<file path="config.mk">
export PLATFORM = sky130hd
export DESIGN_NAME = dht11_sensor_emu
export DESIGN_NICKNAME = d
export VERILOG_FILES = /design/src/rtl/dht11_pkg.sv /design/src/rtl/dht11_us_tick.sv /design/src/rtl/dht11_sensor_emu.sv
export SDC_FILE = /design/constraint.sdc
export NUM_CORES = 1
export LEC_CHECK = 0
export ABC_AREA = 1
export CORE_UTILIZATION = 55
export DETAILED_ROUTE_END_ITERATION = 16
export GPL_ROUTABILITY_DRIVEN = 1
export PLACE_DENSITY = 0.9
export SYNTH_ARGS = -nofsm -noshare
export SYNTH_HDL_FRONTEND = slang
export SYNTH_HIERARCHICAL = 1
export SYNTH_SLANG_ARGS = --single-unit
</file>
<file path="constraint.sdc">
create_clock -name i_Clock -period 6.1 [get_ports i_Clock]
set_input_delay 0.61 -clock i_Clock [delete_from_list [all_inputs] [get_ports i_Clock]]
set_output_delay 0.61 -clock i_Clock [all_outputs]
set_load 0.02 [all_outputs]
</file>
<file path="src/rtl/dht11_pkg.sv">
// Shared DHT11 bus definitions: emulator state encoding, phase lengths in microseconds
// and the frame checksum, also used by the host controller.
package dht11_pkg;

    typedef enum logic [2:0] {
        ST_IDLE,
        ST_START_LOW,
        ST_RESP_WAIT,
        ST_RESP_LOW,
        ST_RESP_HIGH,
        ST_BIT_LOW,
        ST_BIT_HIGH,
        ST_END_LOW
    } dht11_state_e;

    localparam int unsigned RESP_LOW_US  = 80;
    localparam int unsigned RESP_HIGH_US = 80;
    localparam int unsigned BIT_LOW_US   = 50;
    localparam int unsigned BIT0_HIGH_US = 26;
    localparam int unsigned BIT1_HIGH_US = 70;
    localparam int unsigned END_LOW_US   = 50;
    localparam int unsigned FRAME_BITS   = 40;

    function automatic logic [7:0] dht11_checksum(input logic [7:0] hum_int,
                                                  input logic [7:0] hum_frac,
                                                  input logic [7:0] temp_int,
                                                  input logic [7:0] temp_frac);
        return hum_int + hum_frac + temp_int + temp_frac;
    endfunction

endpackage

</file>
<file path="src/rtl/dht11_us_tick.sv">
// Microsecond prescaler: one-cycle tick every CYCLES_PER_US clocks, restartable so that
// each emulator phase begins on a fresh microsecond boundary.
module dht11_us_tick #(
    parameter int unsigned CYCLES_PER_US = 50
) (
    input  logic i_Clock,
    input  logic i_Rst,
    input  logic i_Restart,
    output logic o_Tick
);
    localparam int unsigned CNT_W = (CYCLES_PER_US > 1) ? $clog2(CYCLES_PER_US) : 1;
    localparam logic [CNT_W-1:0] LAST = CNT_W'(CYCLES_PER_US - 1);

    logic [CNT_W-1:0] cnt_q;

    assign o_Tick = (cnt_q == LAST);

    always_ff @(posedge i_Clock) begin
        if (i_Rst || i_Restart || o_Tick) begin
            cnt_q <= '0;
        end else begin
            cnt_q <= cnt_q + 1'b1;
        end
    end

endmodule

</file>
<file path="src/rtl/dht11_sensor_emu.sv">
// DHT11 sensor emulator: answers a host start pulse with the response preamble and a
// 40-bit frame. Define DHT11_EMU_CRC_ERR_EN to add i_Crc_Corrupt (checksum LSB flip).
module dht11_sensor_emu
    import dht11_pkg::*;
#(
    parameter int unsigned CYCLES_PER_US = 50,
    parameter int unsigned START_MIN_US  = 1000,
    parameter int unsigned RESP_WAIT_US  = 30
) (
    input  logic       i_Clock,
    input  logic       i_Rst,
    input  logic       i_En,
    input  logic       i_Dht_Line,
    output logic       o_Dht_Pull_Low,
    input  logic [7:0] i_Hum_Int,
    input  logic [7:0] i_Hum_Float,
    input  logic [7:0] i_Temp_Int,
    input  logic [7:0] i_Temp_Float,
`ifdef DHT11_EMU_CRC_ERR_EN
    input  logic       i_Crc_Corrupt,
`endif
    output logic [7:0] o_Crc,
    output logic       o_Busy,
    output logic       o_Frame_Done,
    output logic       o_Glitch
);

    function automatic logic [15:0] sat_inc16(input logic [15:0] val);
        return (val == 16'hFFFF) ? val : val + 16'd1;
    endfunction

    dht11_state_e state_q, state_d;
    logic         line_p0, line_p1;
    logic [15:0]  us_cnt_q;
    logic [15:0]  phase_us;
    logic [5:0]   bit_idx_q;
    logic [39:0]  shreg_q;
    logic [7:0]   frame_crc;
    logic         tick, restart, phase_done, start_ok, last_bit;
    logic         accept, pull_d, busy_d, done_d, glitch_d;

    // Stage p0/p1: two-flop synchroniser; the idle bus level is high
    always_ff @(posedge i_Clock) begin
        if (i_Rst) begin
            line_p0 <= 1'b1;
            line_p1 <= 1'b1;
        end else begin
            line_p0 <= i_Dht_Line;
            line_p1 <= line_p0;
        end
    end

    assign restart = (state_d != state_q);

    dht11_us_tick #(.CYCLES_PER_US(CYCLES_PER_US)) u_us_tick (
        .i_Clock  (i_Clock),
        .i_Rst    (i_Rst),
        .i_Restart(restart),
        .o_Tick   (tick)
    );

    always_comb begin
        phase_us = 16'd0;
        case (state_q)
            ST_RESP_WAIT: phase_us = 16'(RESP_WAIT_US);
            ST_RESP_LOW:  phase_us = 16'(RESP_LOW_US);
            ST_RESP_HIGH: phase_us = 16'(RESP_HIGH_US);
            ST_BIT_LOW:   phase_us = 16'(BIT_LOW_US);
            ST_BIT_HIGH:  phase_us = shreg_q[39] ? 16'(BIT1_HIGH_US) : 16'(BIT0_HIGH_US);
            ST_END_LOW:   phase_us = 16'(END_LOW_US);
            default:      phase_us = 16'd0;
        endcase
    end

    assign phase_done = tick && (us_cnt_q == phase_us - 16'd1);
    assign start_ok   = (us_cnt_q >= 16'(START_MIN_US));
    assign last_bit   = (bit_idx_q == 6'(FRAME_BITS - 1));

`ifdef DHT11_EMU_CRC_ERR_EN
    assign frame_crc = dht11_checksum(i_Hum_Int, i_Hum_Float, i_Temp_Int, i_Temp_Float)
                       ^ {7'd0, i_Crc_Corrupt};
`else
    assign frame_crc = dht11_checksum(i_Hum_Int, i_Hum_Float, i_Temp_Int, i_Temp_Float);
`endif

    always_ff @(posedge i_Clock) begin
        if (i_Rst) begin
            state_q <= ST_IDLE;
        end else begin
            state_q <= state_d;
        end
    end

    always_comb begin
        state_d = state_q;
        if (!i_En) begin
            state_d = ST_IDLE;
        end else begin
            case (state_q)
                ST_IDLE:      if (!line_p1)   state_d = ST_START_LOW;
                ST_START_LOW: if (line_p1)    state_d = start_ok ? ST_RESP_WAIT : ST_IDLE;
                ST_RESP_WAIT: if (phase_done) state_d = ST_RESP_LOW;
                ST_RESP_LOW:  if (phase_done) state_d = ST_RESP_HIGH;
                ST_RESP_HIGH: if (phase_done) state_d = ST_BIT_LOW;
                ST_BIT_LOW:   if (phase_done) state_d = ST_BIT_HIGH;
                ST_BIT_HIGH:  if (phase_done) state_d = last_bit ? ST_END_LOW : ST_BIT_LOW;
                ST_END_LOW:   if (phase_done) state_d = ST_IDLE;
                default:                      state_d = ST_IDLE;
            endcase
        end
    end

    // Outputs are decoded from the next state so the registered pin moves with the state
    always_comb begin
        pull_d   = (state_d == ST_RESP_LOW) || (state_d == ST_BIT_LOW) || (state_d == ST_END_LOW);
        busy_d   = (state_d != ST_IDLE) && (state_d != ST_START_LOW);
        accept   = 1'b0;
        glitch_d = 1'b0;
        done_d   = 1'b0;
        if (i_En) begin
            accept   = (state_q == ST_START_LOW) && line_p1 && start_ok;
            glitch_d = (state_q == ST_START_LOW) && line_p1 && !start_ok;
            done_d   = (state_q == ST_END_LOW) && phase_done;
        end
    end

    always_ff @(posedge i_Clock) begin
        if (i_Rst) begin
            o_Dht_Pull_Low <= 1'b0;
            o_Busy         <= 1'b0;
            o_Frame_Done   <= 1'b0;
            o_Glitch       <= 1'b0;
            o_Crc          <= 8'h00;
        end else begin
            o_Dht_Pull_Low <= pull_d;
            o_Busy         <= busy_d;
            o_Frame_Done   <= done_d;
            o_Glitch       <= glitch_d;
            if (accept) begin
                o_Crc <= frame_crc;
            end
        end
    end

    always_ff @(posedge i_Clock) begin
        if (i_Rst || restart) begin
            us_cnt_q <= 16'd0;
        end else if (tick) begin
            us_cnt_q <= sat_inc16(us_cnt_q);
        end
    end

    always_ff @(posedge i_Clock) begin
        if (i_Rst || accept) begin
            bit_idx_q <= 6'd0;
        end else if ((state_q == ST_BIT_HIGH) && phase_done) begin
            bit_idx_q <= bit_idx_q + 6'd1;
        end
    end

    // Frame shift register is pure data: loaded at acceptance, MSB leaves first
    always_ff @(posedge i_Clock) begin
        if (accept) begin
            shreg_q <= {i_Hum_Int, i_Hum_Float, i_Temp_Int, i_Temp_Float, frame_crc};
        end else if ((state_q == ST_BIT_HIGH) && phase_done) begin
            shreg_q <= {shreg_q[38:0], 1'b0};
        end
    end

endmodule

</file>
==> results.txt <==
- By startpoint and endpoint, the worst setup path is classified as in2reg.
- Largest area contributor in the synthesized netlist: edfxtp_1
- I/O Buffers: 47
- Clock sink count: 85
- Relative area change from synthesis to final layout: 16.0%
- The critical path contains buffers and inverters numbering 3 combined.
- Area share of the largest cell type after synthesis: 0.256
- Relative max-transition margin: 0.358
- For the worst setup path, the data required time is 6.21 ns.
- Outcome: complete, no violations
* Detailed placement HPWL: 7490 microns
- During synthesis, Yosys emitted a total of 6 warnings.
* Htree depth: 3
- Achievable Freq: 252 MHz
- Synthesis instantiated 37 different standard cells from the library.
- The pre-antenna-repair detailed-routing pass consisted of 6 iterations.
* Clock root cell: clkbuf_8
- Ranked by total cell area, the synthesized netlist is headed by edfxtp_1, dfxtp_1, nand2_1, fa_1, inv_1.
- At the end of routability-driven placement, the weighted congestion stood at 0.914.
* Tightest Hold Check Type: reg2reg
- The worst setup path is launched from an input port.
* Number of max-slew violations in the final report: 0
- Library cell with the highest instance count after synthesis: nand2_1
- Category of the worst setup path capture point: flip-flop
- Final hold violation count: 0
* Top cells by instance count after synthesis: nand2_1, inv_1, nor2_1
- The share of the Yosys chip area taken by registers is 0.448.
* Number of antenna violations at the first check in global routing: 0
- Count of routing violations after the opening detailed-route iteration: 242
* Sequence of cells on the critical path: clkdlybuf4s50_1 > fa_1 > fa_1 > ha_1 > inv_1 > fa_1 > o31ai_1 > a21oi_1 > inv_1 > a21oi_1 > or2_2 > nand3_1 > nand2_1
* Number of instances in the synthesized netlist: 565
* Mean cell area of the mapped netlist: 8.31 sq um
* Core Rows: 33
* Critical path's top delay family: adder cells
- Die Ht: 94.4 microns
- Count of final setup violators: 0
* Peak supply drop: 134 uV
- Antenna violation net count after detailed routing: 0
- The floorplan step defined a die boundary enclosing 8910 sq um.
* Detail-routed via count per cell: 5.40
* Highest cell delay on the worst timing path: 0.55 ns
- The net count of the finished layout is 676.
- P per Cell Area: 211 nW/um^2
- After synthesis the cells add up to 4690 sq um.
* Maximum number of pins on one net before global-route repair: 50
* Max-capacitance violation count: 0
- At the pin with the least slew margin, the transition time is 0.957 ns.
* CTS tree: yes
* Vias in the first global route: 3,748
- Clock latency on the worst-skew pair: 0.35 ns
- Top flip-flop cell by instance count after synthesis: dfxtp_1
* Critical Path Most Common Cell: fa_1
* Starting density of the core: 0.568
- In this run, synthesis inferred 40 flip-flops with an integrated enable.
- GR Overflow Total: 0
- Once the clock tree was built, the resizer swapped 0 gates to a different size.
* Post-detailed-routing wire length: 10,500 microns
- Width of the chip: 94.4 microns
- Critical-path top delay cell: fa_1
- Synth Register Bits: 85
* Overall power: 1.15 mW
* Final worst clock skew: 0.0115 ns
- Number of nets produced by synthesis: 629
- Number of vias in the routed layout: 3,896
- Of all flip-flops after synthesis, the portion carrying an async set or reset was 0.
- Final critical delay including setup and external delays: 3.97 ns
* Unrepaired setup endpoints after global routing: false
- In the final timing run, aggregate negative setup slack is 0 ns.
- Summed over all cells, the static leakage comes to 2.08 nW.
- In this run the deepest clock path goes through 2 buffers.
- Clock-pin slew was measured on the worst setup and hold paths at 0.09 ns.
- Diode count: 0
* Fillcell total: 644
- STA puts the critical path data arrival time at 4.08 ns.
- In the final routed layout, each cell accounts on average for 14.6 microns.
- In the final layout, the share of cells above drive strength 1 is 0.0746.
- Number of DRC violations after detailed routing: 0
- Counting the buffers created by CTS gives 9.
- Total routing resource utilization after global routing: 0.254
- The first global-routing pass estimated 17,200 microns of wire.
- Largest driver fanout on the critical path: 3
* Area of the core region: 8260 sq um
- Cts hold-fix bufs: 0
- Pin placement for this block handled 48 I/O pins.
- Final period util: 0.651
* Post-CTS repair timing setup buffer count: 0
[sequential cells by signal, summed over array words and instances, names as in the netlist]
register and flops:
bit_idx_q 6, o_Busy 1, state_q 3, shreg_q 40, line_p0 1, o_Glitch 1
o_Frame_Done 1, o_Dht_Pull_Low 1, us_cnt_q 16, u_us_tick/cnt_q 6, line_p1 1, o_Crc 8
[layer usage]
layer / part of all wire / routed length [microns] / vias to the layer above / track usage
met5: 0 / 0 / - / 0
met4: 0.018 / 192 / 0 / 0.0897
met3: 0.061 / 639 / 22 / 0.0515
met2: 0.51 / 5370 / 167 / 0.441
met1: 0.41 / 4320 / 1827 / 0.312
li1: - / - / 1880 / -
[metrics by stage]
stage / setup slack, ns / cells / util / instance area (sq um) / hold slack [ns]
floorplan: 2.72 / 565 / - / 4690 / 0.389
finish: 2.13 / 722 / 0.659 / 5450 / 0.428
global placement: 2.08 / 706 / 0.636 / 5260 / 0.404
CTS: 2.16 / 722 / 0.659 / 5450 / 0.440
detailed placement: 1.97 / 706 / 0.636 / 5260 / 0.418
global route: 1.99 / 722 / 0.659 / 5450 / 0.453
[where the power goes]
part           switching [mW]  leakage [nW]  internal [mW]  total [mW]
combinational          0.0887          1.40         0.0689       0.158
sequential            0.00174         0.587          0.593       0.594
clock                   0.207        0.0920          0.189       0.396
total                   0.297          2.08          0.851        1.15
[cell type report]
| type | count | area (sq um) | share of cell area |
|---|---|---|---|
| clock inverter | 6 | 62.6 | 0.0115 |
| sequential | 85 | 2100 | 0.386 |
| clock buffer | 10 | 128 | 0.0234 |
| multi-input combinational | 404 | 2300 | 0.422 |
| inverter | 63 | 236 | 0.0434 |
| timing repair buffer | 49 | 485 | 0.0892 |
| tap | 105 | 131 | 0.0241 |
[logic make-up (layout without fill, tap and decap cells)]
| group | count (synthesis) | after routing | synth area share |
|---|---|---|---|
| XOR/XNOR | 25 | 25 | 0.0466 |
| AO/OA/AOI/OAI | 44 | 44 | 0.0514 |
| AND/OR/NAND/NOR | 306 | 306 | 0.293 |
| buffers and inverters | 76 | 128 | 0.0624 |
| flip-flops | 85 | 85 | 0.448 |
| adder cells (fa/ha/maj) | 28 | 28 | 0.0970 |
| multiplexers | 1 | 1 | 0.00213 |
[layout by cell type (no fill, tap or decap), drive strengths merged, types with 10 or more instances in the layout]
cell type / netlist / routed
a21oi: 19 / 19
clkbuf: 8 / 10
edfxtp: 40 / 40
ha: 14 / 14
o21ai: 17 / 17
nand3: 28 / 28
xor2: 17 / 17
nor2: 66 / 66
fa: 14 / 14
dfxtp: 45 / 45
nand2: 193 / 193
inv: 62 / 63
clkdlybuf4s50: 0 / 47
[final timing paths]
| path | startpoint | to | slack (ns) | cells past startpoint |
|---|---|---|---|---|
| max | i_Hum_Int[1] | shreg_q[7] | 2.13 | 13 |
| min | line_p0 | line_p1 | 0.43 | 1 |
| max reg2reg | state_q[1] | shreg_q[0] | 2.91 | 17 |
| min reg2reg | line_p0 | line_p1 | 0.43 | 1 |
Power figures use the tool's default switching activity.
